### src/rtl/fpmult_seq.sv
// Multi-cycle IEEE-754 single-precision multiplier (shift-add mantissa datapath, fixed latency).
// Optional build macro FPMULT_SEQ_RNE_EN selects round-to-nearest-even; otherwise truncation.
module fpmult_seq #(
    parameter int BITS_PER_CYCLE = 1
) (
    input  logic        clk,
    input  logic        reset,
    input  logic [31:0] dataa,
    input  logic [31:0] datab,
    output logic [31:0] result,
    output logic        done
);

    localparam int         STEPS    = 24 / BITS_PER_CYCLE;
    localparam logic [4:0] LAST_CNT = 5'(STEPS - 1);

    typedef enum logic [1:0] {
        S_IDLE = 2'd0,
        S_MULT = 2'd1,
        S_NORM = 2'd2,
        S_PACK = 2'd3
    } state_t;

    state_t             r_state;
    state_t             w_state_nxt;
    logic [4:0]         r_cnt;
    logic               r_sign;
    logic signed [9:0]  r_exp;
    logic [47:0]        r_mcand;
    logic [23:0]        r_mplier;
    logic [47:0]        r_prod;
    logic [22:0]        r_frac;
    logic               r_nan_any;
    logic               r_inf_any;
    logic               r_zero_any;
    logic [31:0]        r_result;
`ifdef FPMULT_SEQ_RNE_EN
    logic               r_guard;
    logic               r_sticky;
    logic               w_round_up;
    logic [24:0]        w_mant_sum;
`endif

    logic               w_sign;
    logic signed [9:0]  w_exp_sum;
    logic               w_a_zero, w_b_zero, w_a_inf, w_b_inf, w_a_nan, w_b_nan;
    logic [23:0]        w_ma, w_mb;
    logic signed [9:0]  w_exp_fin;
    logic [22:0]        w_frac_fin;
    logic [31:0]        w_pack_res;

    // Sum of the multiplicand shifted by each set bit among the low BITS_PER_CYCLE multiplier bits.
    function automatic logic [47:0] f_partial(input logic [47:0] mcand, input logic [23:0] mplier);
        logic [47:0] acc;
        acc = 48'd0;
        for (int j = 0; j < BITS_PER_CYCLE; j++) begin
            if (mplier[j]) begin
                acc = acc + (mcand << j);
            end else begin
                acc = acc;
            end
        end
        return acc;
    endfunction

    // Operand unpack: denormals are classed as zero and get a zero mantissa.
    always_comb begin
        w_sign    = dataa[31] ^ datab[31];
        w_exp_sum = $signed({2'b00, dataa[30:23]}) + $signed({2'b00, datab[30:23]}) - 10'sd127;
        w_a_zero  = (dataa[30:23] == 8'd0);
        w_b_zero  = (datab[30:23] == 8'd0);
        w_a_inf   = (dataa[30:23] == 8'hFF) && (dataa[22:0] == 23'd0);
        w_b_inf   = (datab[30:23] == 8'hFF) && (datab[22:0] == 23'd0);
        w_a_nan   = (dataa[30:23] == 8'hFF) && (dataa[22:0] != 23'd0);
        w_b_nan   = (datab[30:23] == 8'hFF) && (datab[22:0] != 23'd0);
        w_ma      = w_a_zero ? 24'd0 : {1'b1, dataa[22:0]};
        w_mb      = w_b_zero ? 24'd0 : {1'b1, datab[22:0]};
    end

    // Next-state logic: MULT runs for a fixed count, then one NORM and one PACK cycle.
    always_comb begin
        w_state_nxt = r_state;
        case (r_state)
            S_IDLE: w_state_nxt = S_IDLE;
            S_MULT: begin
                if (r_cnt == LAST_CNT) begin
                    w_state_nxt = S_NORM;
                end else begin
                    w_state_nxt = S_MULT;
                end
            end
            S_NORM: w_state_nxt = S_PACK;
            S_PACK: w_state_nxt = S_IDLE;
            default: w_state_nxt = S_IDLE;
        endcase
    end

    // State register; reset doubles as start and aborts any operation in flight.
    always_ff @(posedge clk) begin
        if (reset) begin
            r_state <= S_MULT;
        end else begin
            r_state <= w_state_nxt;
        end
    end

    // Rounding, renormalisation, specials and range clamping for the PACK cycle.
    always_comb begin
        w_exp_fin  = r_exp;
        w_frac_fin = r_frac;
`ifdef FPMULT_SEQ_RNE_EN
        w_round_up = r_guard & (r_sticky | r_frac[0]);
        w_mant_sum = {2'b01, r_frac} + {24'd0, w_round_up};
        if (w_mant_sum[24]) begin
            w_frac_fin = w_mant_sum[23:1];
            w_exp_fin  = r_exp + 10'sd1;
        end else begin
            w_frac_fin = w_mant_sum[22:0];
            w_exp_fin  = r_exp;
        end
`endif
        if (r_nan_any || (r_inf_any && r_zero_any)) begin
            w_pack_res = 32'h7FC00000;
        end else if (r_inf_any) begin
            w_pack_res = {r_sign, 31'h7F800000};
        end else if (r_zero_any) begin
            w_pack_res = {r_sign, 31'h00000000};
        end else if (w_exp_fin >= 10'sd255) begin
            w_pack_res = {r_sign, 31'h7F800000};
        end else if (w_exp_fin <= 10'sd0) begin
            w_pack_res = {r_sign, 31'h00000000};
        end else begin
            w_pack_res = {r_sign, w_exp_fin[7:0], w_frac_fin};
        end
    end

    // Datapath: capture on start, shift-add in MULT, normalise in NORM, write result in PACK.
    always_ff @(posedge clk) begin
        if (reset) begin
            r_result   <= 32'd0;
            r_cnt      <= 5'd0;
            r_sign     <= w_sign;
            r_exp      <= w_exp_sum;
            r_mcand    <= {24'd0, w_ma};
            r_mplier   <= w_mb;
            r_prod     <= 48'd0;
            r_frac     <= 23'd0;
            r_nan_any  <= w_a_nan | w_b_nan;
            r_inf_any  <= w_a_inf | w_b_inf;
            r_zero_any <= w_a_zero | w_b_zero;
`ifdef FPMULT_SEQ_RNE_EN
            r_guard    <= 1'b0;
            r_sticky   <= 1'b0;
`endif
        end else begin
            case (r_state)
                S_MULT: begin
                    r_prod   <= r_prod + f_partial(r_mcand, r_mplier);
                    r_mcand  <= r_mcand << BITS_PER_CYCLE;
                    r_mplier <= r_mplier >> BITS_PER_CYCLE;
                    r_cnt    <= r_cnt + 5'd1;
                end
                S_NORM: begin
                    if (r_prod[47]) begin
                        r_frac   <= r_prod[46:24];
                        r_exp    <= r_exp + 10'sd1;
`ifdef FPMULT_SEQ_RNE_EN
                        r_guard  <= r_prod[23];
                        r_sticky <= |r_prod[22:0];
`endif
                    end else begin
                        r_frac   <= r_prod[45:23];
                        r_exp    <= r_exp;
`ifdef FPMULT_SEQ_RNE_EN
                        r_guard  <= r_prod[22];
                        r_sticky <= |r_prod[21:0];
`endif
                    end
                end
                S_PACK: begin
                    r_result <= w_pack_res;
                end
                default: begin
                    r_result <= r_result;
                end
            endcase
        end
    end

    assign result = r_result;
    assign done   = (r_state == S_IDLE) & ~reset;

endmodule

### config.mk
export PLATFORM = sky130hd
export DESIGN_NAME = fpmult_seq
export DESIGN_NICKNAME = d
export VERILOG_FILES = /design/src/rtl/fpmult_seq.sv
export SDC_FILE = /design/constraint.sdc
export NUM_CORES = 1
export LEC_CHECK = 0
export ABC_AREA = 1
export CORE_MARGIN = 2
export CORE_UTILIZATION = 50
export CTS_CLUSTER_SIZE = 25
export DETAILED_ROUTE_END_ITERATION = 16
export PLACE_DENSITY = 0.73
export SYNTH_ARGS = -nofsm -noshare
export SYNTH_HDL_FRONTEND = slang
export SYNTH_SLANG_ARGS = --single-unit
### constraint.sdc
create_clock -name clk -period 3.15 [get_ports clk]
set_clock_uncertainty 0.1 [all_clocks]
set_input_delay 0.63 -clock clk [delete_from_list [all_inputs] [get_ports clk]]
set_output_delay 0.63 -clock clk [all_outputs]
set_load 0.05 [all_outputs]
After elaboration in Yosys (flattened, before gate mapping)
Cells that the tools add are included.
{ "word_totals": {"mem_bits_ro": 0, "regBits": 196, "ramBits": 0, "latchBits": 0, "input_bits": 66, "mem_count": 0, "output_inout_bits": 33, "word_cells": 70} }
{ "op_classes": {"shifts": 0, "mux": 20, "div": 0, "magnitude_cmp": 2, "n_mul": 0, "bitwise_logic": 6, "eq_ne": 6, "addsub": 5, "n_reduce_logical": 18} }
{ "op_table": {"columns": ["cell", "n"], "rows": [
  ["two-way mux 24 bit", 6],
  ["two-way mux 48 bit", 3],
  ["two-way mux 31 bit", 4],
  ["adder 48 bit", 1],
  ["logical NOT 23 bit", 2],
  ["nonzero test 23 bit", 2],
  ["two-way mux 32 bit", 1],
  ["two-way mux 10 bit", 3],
  ["two-way mux 23 bit", 1],
  ["== test 8 bit (second input constant)", 2],
  ["logical NOT 8 bit", 2],
  ["adder 10 x 2 -> 10 bit (second input constant)", 1],
  [">= comparator 10 x 9 -> 1 bit (second input constant)", 1],
  ["less-or-equal comparator 10 x 1 -> 1 bit (second input constant)", 1],
  ["subtractor 9 x 7 -> 10 bit (second input constant)", 1],
  ["adder 8 x 8 -> 9 bit", 1],
  ["case mux 2 bit (3 select lines)", 1],
  ["nonzero test 2 bit", 3],
  ["adder 5 x 1 -> 5 bit (second input constant)", 1],
  ["== test 5 bit (second input constant)", 1],
  ["logical AND 1 bit", 5],
  ["== test 2 bit (second input constant)", 2],
  ["bitwise OR 1 bit", 3],
  ["== test 2 x 1 -> 1 bit (second input constant)", 1],
  ["other kinds (8)", 8]
]} }

Longest topological paths before layout
{ "depth": {"depth_word": 6, "depth_mapped": 19, "depth_no_buf": 17} }

Worst setup path before layout
Ideal clock, no wire load.
{ "synth_timing": {"path_type": "input port to flip-flop", "start": "input reset", "end": "register r_mcand[0] (enable)", "setup_time_ps": 431, "required_time_ps": 2619, "arrival_time_ps": 2486, "n_path_buf": 2, "stages": 4, "setup_slack_ps": 133, "path_cell_list": "buf_2 -> inv_2 -> nand2_1 -> buf_1"} }
{ "synth_via": {"elab_chain_len": 1} }
{ "synth_lines": {"columns": ["item", "line_no", "rtl"], "rows": [
  ["start: declaration", "7", "input logic reset,"],
  ["nonzero test 2 bit (no line)", null, null],
  ["end signal: assignment", "144", "r_mcand <= {24'd0, w_ma};"],
  ["end signal: assignment", "159", "r_mcand <= r_mcand << BITS_PER_CYCLE;"],
  ["end: declaration", "29", "logic [47:0] r_mcand;"]
]} }
No other way between the ends.
A chain may end at the register's enable or synchronous reset.

Worst setup path in the final report
{ "layout_timing": {"start": "register r_mplier[0]", "end": "register r_prod[36]"} }
{ "layout_via": {"elab_chain_len": 4} }
{ "layout_lines": {"columns": ["item", "line_no", "rtl"], "rows": [
  ["start: declaration", "30", "logic [23:0] r_mplier;"],
  ["start signal: assignment", "145", "r_mplier <= w_mb;"],
  ["start signal: assignment", "160", "r_mplier <= r_mplier >> BITS_PER_CYCLE;"],
  ["two-way mux 48 bit", "57", "if (mplier[j]) begin"],
  ["two-way mux 48 bit", "156", "case (r_state)"],
  ["two-way mux 48 bit", "139", "if (reset) begin"],
  ["adder 48 bit", "158", "r_prod <= r_prod + f_partial(r_mcand, r_mplier);"],
  ["end signal: assignment", "158", null],
  ["end: declaration", "31", "logic [47:0] r_prod;"]
]} }
No other way between the ends. The select of a mux whose other input is x is not followed.

==> results by group <==
Outcome
  – Outcome: completed

CTS
  – H-tree depth: 4
  – Clk Latency, worst-skew pair: ~450 ps
  – Hold buffers post-CTS: 0
  – Root buf cell: clkbuf_16
  – Clk slew on worst S/H paths: 90 ps
  – PostCTS Resize Cnt: 0
  – CTS tree: built
  – Post-CTS setup buffer count: 0
  – Clk sink count: between 150 and 200
  – CTS Buf Count: 17
  – CTS max path bufs: 2

Power
  – Peak supply drop: ~0.45 mV
  – Leakage: roughly 7.5 nW
  – P per Cell Area: roughly 420 nW/um^2
  – Tot Pwr: between 6 and 7 mW

Critical path
  – Crit path max fanout: 48
  – CP startpoint kind: register
  – Worst path arrival time: a little over 3000 ps
  – Worst Setup Path Type: register to register
  – Worst setup EP type: register
  – WP data required: approximately 3400 ps

Synth
  – Commonest cells post-synth: nand2_1 (687), inv_1 (376), dfxtp_1 (134), nand3_1 (124), nor2_1 (115)
  – Post-synthesis cell area: 12,800 sq um
  – Cell variety after synth: 41
  – Ranking of synthesized cells by area: dfxtp_1 (21%), nand2_1 (20%), edfxtp_1 (15%)
  – Area share of the largest cell type after synthesis: between 20% and 30%
  – Avg Synthesized Cell Area: roughly 6.5 sq um
  – Post-synth EDFFs: 62
  – FF+latch count, synth: 196
  – Post-synth ARST share: 0%
  – Post-Syn Nets: about 2,100
  – Yosys warns: 0
  – Post-synth top area cell: dfxtp_1
  – Top FF cell, synth: dfxtp_1
  – Sequential fraction of the synthesis area: 35.6%
  – Syn Inst Count: 1,961
  – Count leader, synth: nand2_1

Routing
  – DRT antenna net count: 0
  – Via count: roughly 12,000
  – Drc violations: 0
  – Drt first-iter violations: 1,035
  – Avg WL per Cell: between 10 and 15 microns
  – First-pass DRT Iterations: 6
  – Final wirelength: approximately 35,000 microns
  – Drt via density: 5.12

Finish
  – Post-Layout Cell Count: roughly 2,400
  – Ant diodes: 0
  – Layout area overhead: 15.5%
  – Share of layout cells above drive strength 1: between 3 and 4%
  – Fillers: 2,411
  – Fin nets: 2,171

Min path
  – Worst Hold Class: register to register

Timing
  – Worst slew pin tran: between 700 and 800 ps
  – Unrepaired setup endpoints after global routing: no
  – Sum Neg Setup Slack: 0 ps
  – Slew headroom: about half
  – Period minus WS final: 2810 ps
  – Final hold slack: ~370 ps
  – Endpoints failing hold: 0
  – Setup violations, final: 0
  – Max Transition Viols Final: 0
  – F_max: approximately 0.36 GHz
  – Final worst path period share: between 80 and 90%

Place
  – IO buf count: between 90 and 100
  – Placed insts: approximately 2,300
  – Dpl hpwl: ~27,000 microns
  – Final GP Congestion: roughly 0.99

Floorplan
  – Die Span Y: ~160 microns
  – Row cnt: slightly below 60
  – Die ar.: 26,800 sq um
  – Core Region: ~25,000 sq um
  – Initial Utilization: 50.8%
  – # IOs: just under 100
  – Die X: 164 microns

Job
  – Max-Cap Viols: 0

Global routing
  – Vias in the first global route: approximately 11,000
  – GRT Total Usage: 26.7%
  – Initial antenna violation count: 0
  – Gr ovfl total: 0
  – First-pass GRT wire length: 56,500 microns
  – Largest net degree at the start of global routing: between 60 and 70
## where the power goes
group | internal [mW] | total, mW | switching, mW
Clock | 1.24 | 2.43 | 1.19
Sequential | 2.75 | 2.84 | 0.0906
Combinational | 0.339 | 0.876 | 0.537
## flip-flops by register name, summed over array words and instances, names as in the netlist
name / count
r_exp: 10
r_zero_any: 1
r_sign: 1
r_state: 2
r_cnt: 5
r_inf_any: 1
result: 32
r_frac: 23
r_mcand: 48
r_prod: 48
r_nan_any: 1
r_mplier: 24
## final timing paths
kind	from	end	slack, ps	cells after the start
setup / recovery	r_mplier[0]	r_prod[36]	340	14
hold reg to reg	r_frac[22]	result[22]	370	2
setup reg to reg	r_mplier[0]	r_prod[36]	340	14
hold / removal	r_frac[22]	result[22]	370	2
## logic make-up after synthesis
kind of cell               after synthesis  share of synthesized area, %
AOI/OAI and AO/OA                      213                          9.18
adders and majority gates               67                          6.69
muxes                                   23                          1.81
xor gates and xnor gates                20                          1.37
buffers and inverters                  438                          13.0
and+or+nand+nor                       1004                          32.3
DFF                                    196                          35.6
## worst max-delay path, stage by stage, from the launching register on
cell and delay, ps:
edfxtp_1 420, buf_12 210, nand2_1 80, inv_1 40
ha_1 230, fa_1 470, nand3_1 120, nand3_1 130
buf_4 180, nand4_1 80, nand3_1 180, nand2_1 210
a21oi_1 90, nor2_1 110, nor2_1 40
## through the flow
step | worst slack [ps] | cell area [sq um] | util (%)
after CTS | 365 | 14700 | 58.6
after detailed placement | 134 | 14100 | 56.1
after global placement | 152 | 14100 | 56.1
after global routing | 113 | 14700 | 58.6
final | 335 | 14700 | 58.6
after floorplan | 133 | 12800 | -
## cell usage in the layout, fill, tap and decap left out, types with 7 or more instances in the layout
| cell | n |
|---|---|
| o21ai_0 | 87 |
| nand4_1 | 26 |
| clkbuf_16 | 17 |
| dfxtp_1 | 134 |
| o22ai_1 | 25 |
| inv_1 | 376 |
| nor4_1 | 15 |
| mux2i_1 | 23 |
| xnor2_1 | 8 |
| nand2_1 | 685 |
| nor3_1 | 17 |
| buf_4 | 13 |
| xor2_1 | 12 |
| nor2_2 | 7 |
| a21oi_1 | 71 |
| nand3_1 | 124 |
| clkdlybuf4s50_1 | 97 |
| edfxtp_1 | 62 |
| ha_1 | 65 |
| nor2_1 | 115 |
## area by class of cell
| class | count | area, sq um | share of cell area [%] |
|---|---|---|---|
| Sequential cell | 196 | 4540 | 30.9 |
| Inverter | 382 | 1440 | 9.75 |
| Clock buffer | 17 | 425 | 2.89 |
| Tap cell | 330 | 413 | 2.80 |
| Clock inverter | 15 | 221 | 1.50 |
| Multi-Input combinational cell | 1327 | 6550 | 44.5 |
| Timing Repair Buffer | 114 | 1130 | 7.70 |
## metal layers
metal / vias up / track usage, % / share of wire [%]
met2: 345 / 46.0 / 48
met4: 0 / 7.66 / 2.1
li1: 6315 / - / -
met3: 48 / 3.13 / 4.9
met1: 5481 / 35.2 / 45
met5: - / 0 / 0
No activity file was read; power rests on OpenSTA's default activity.
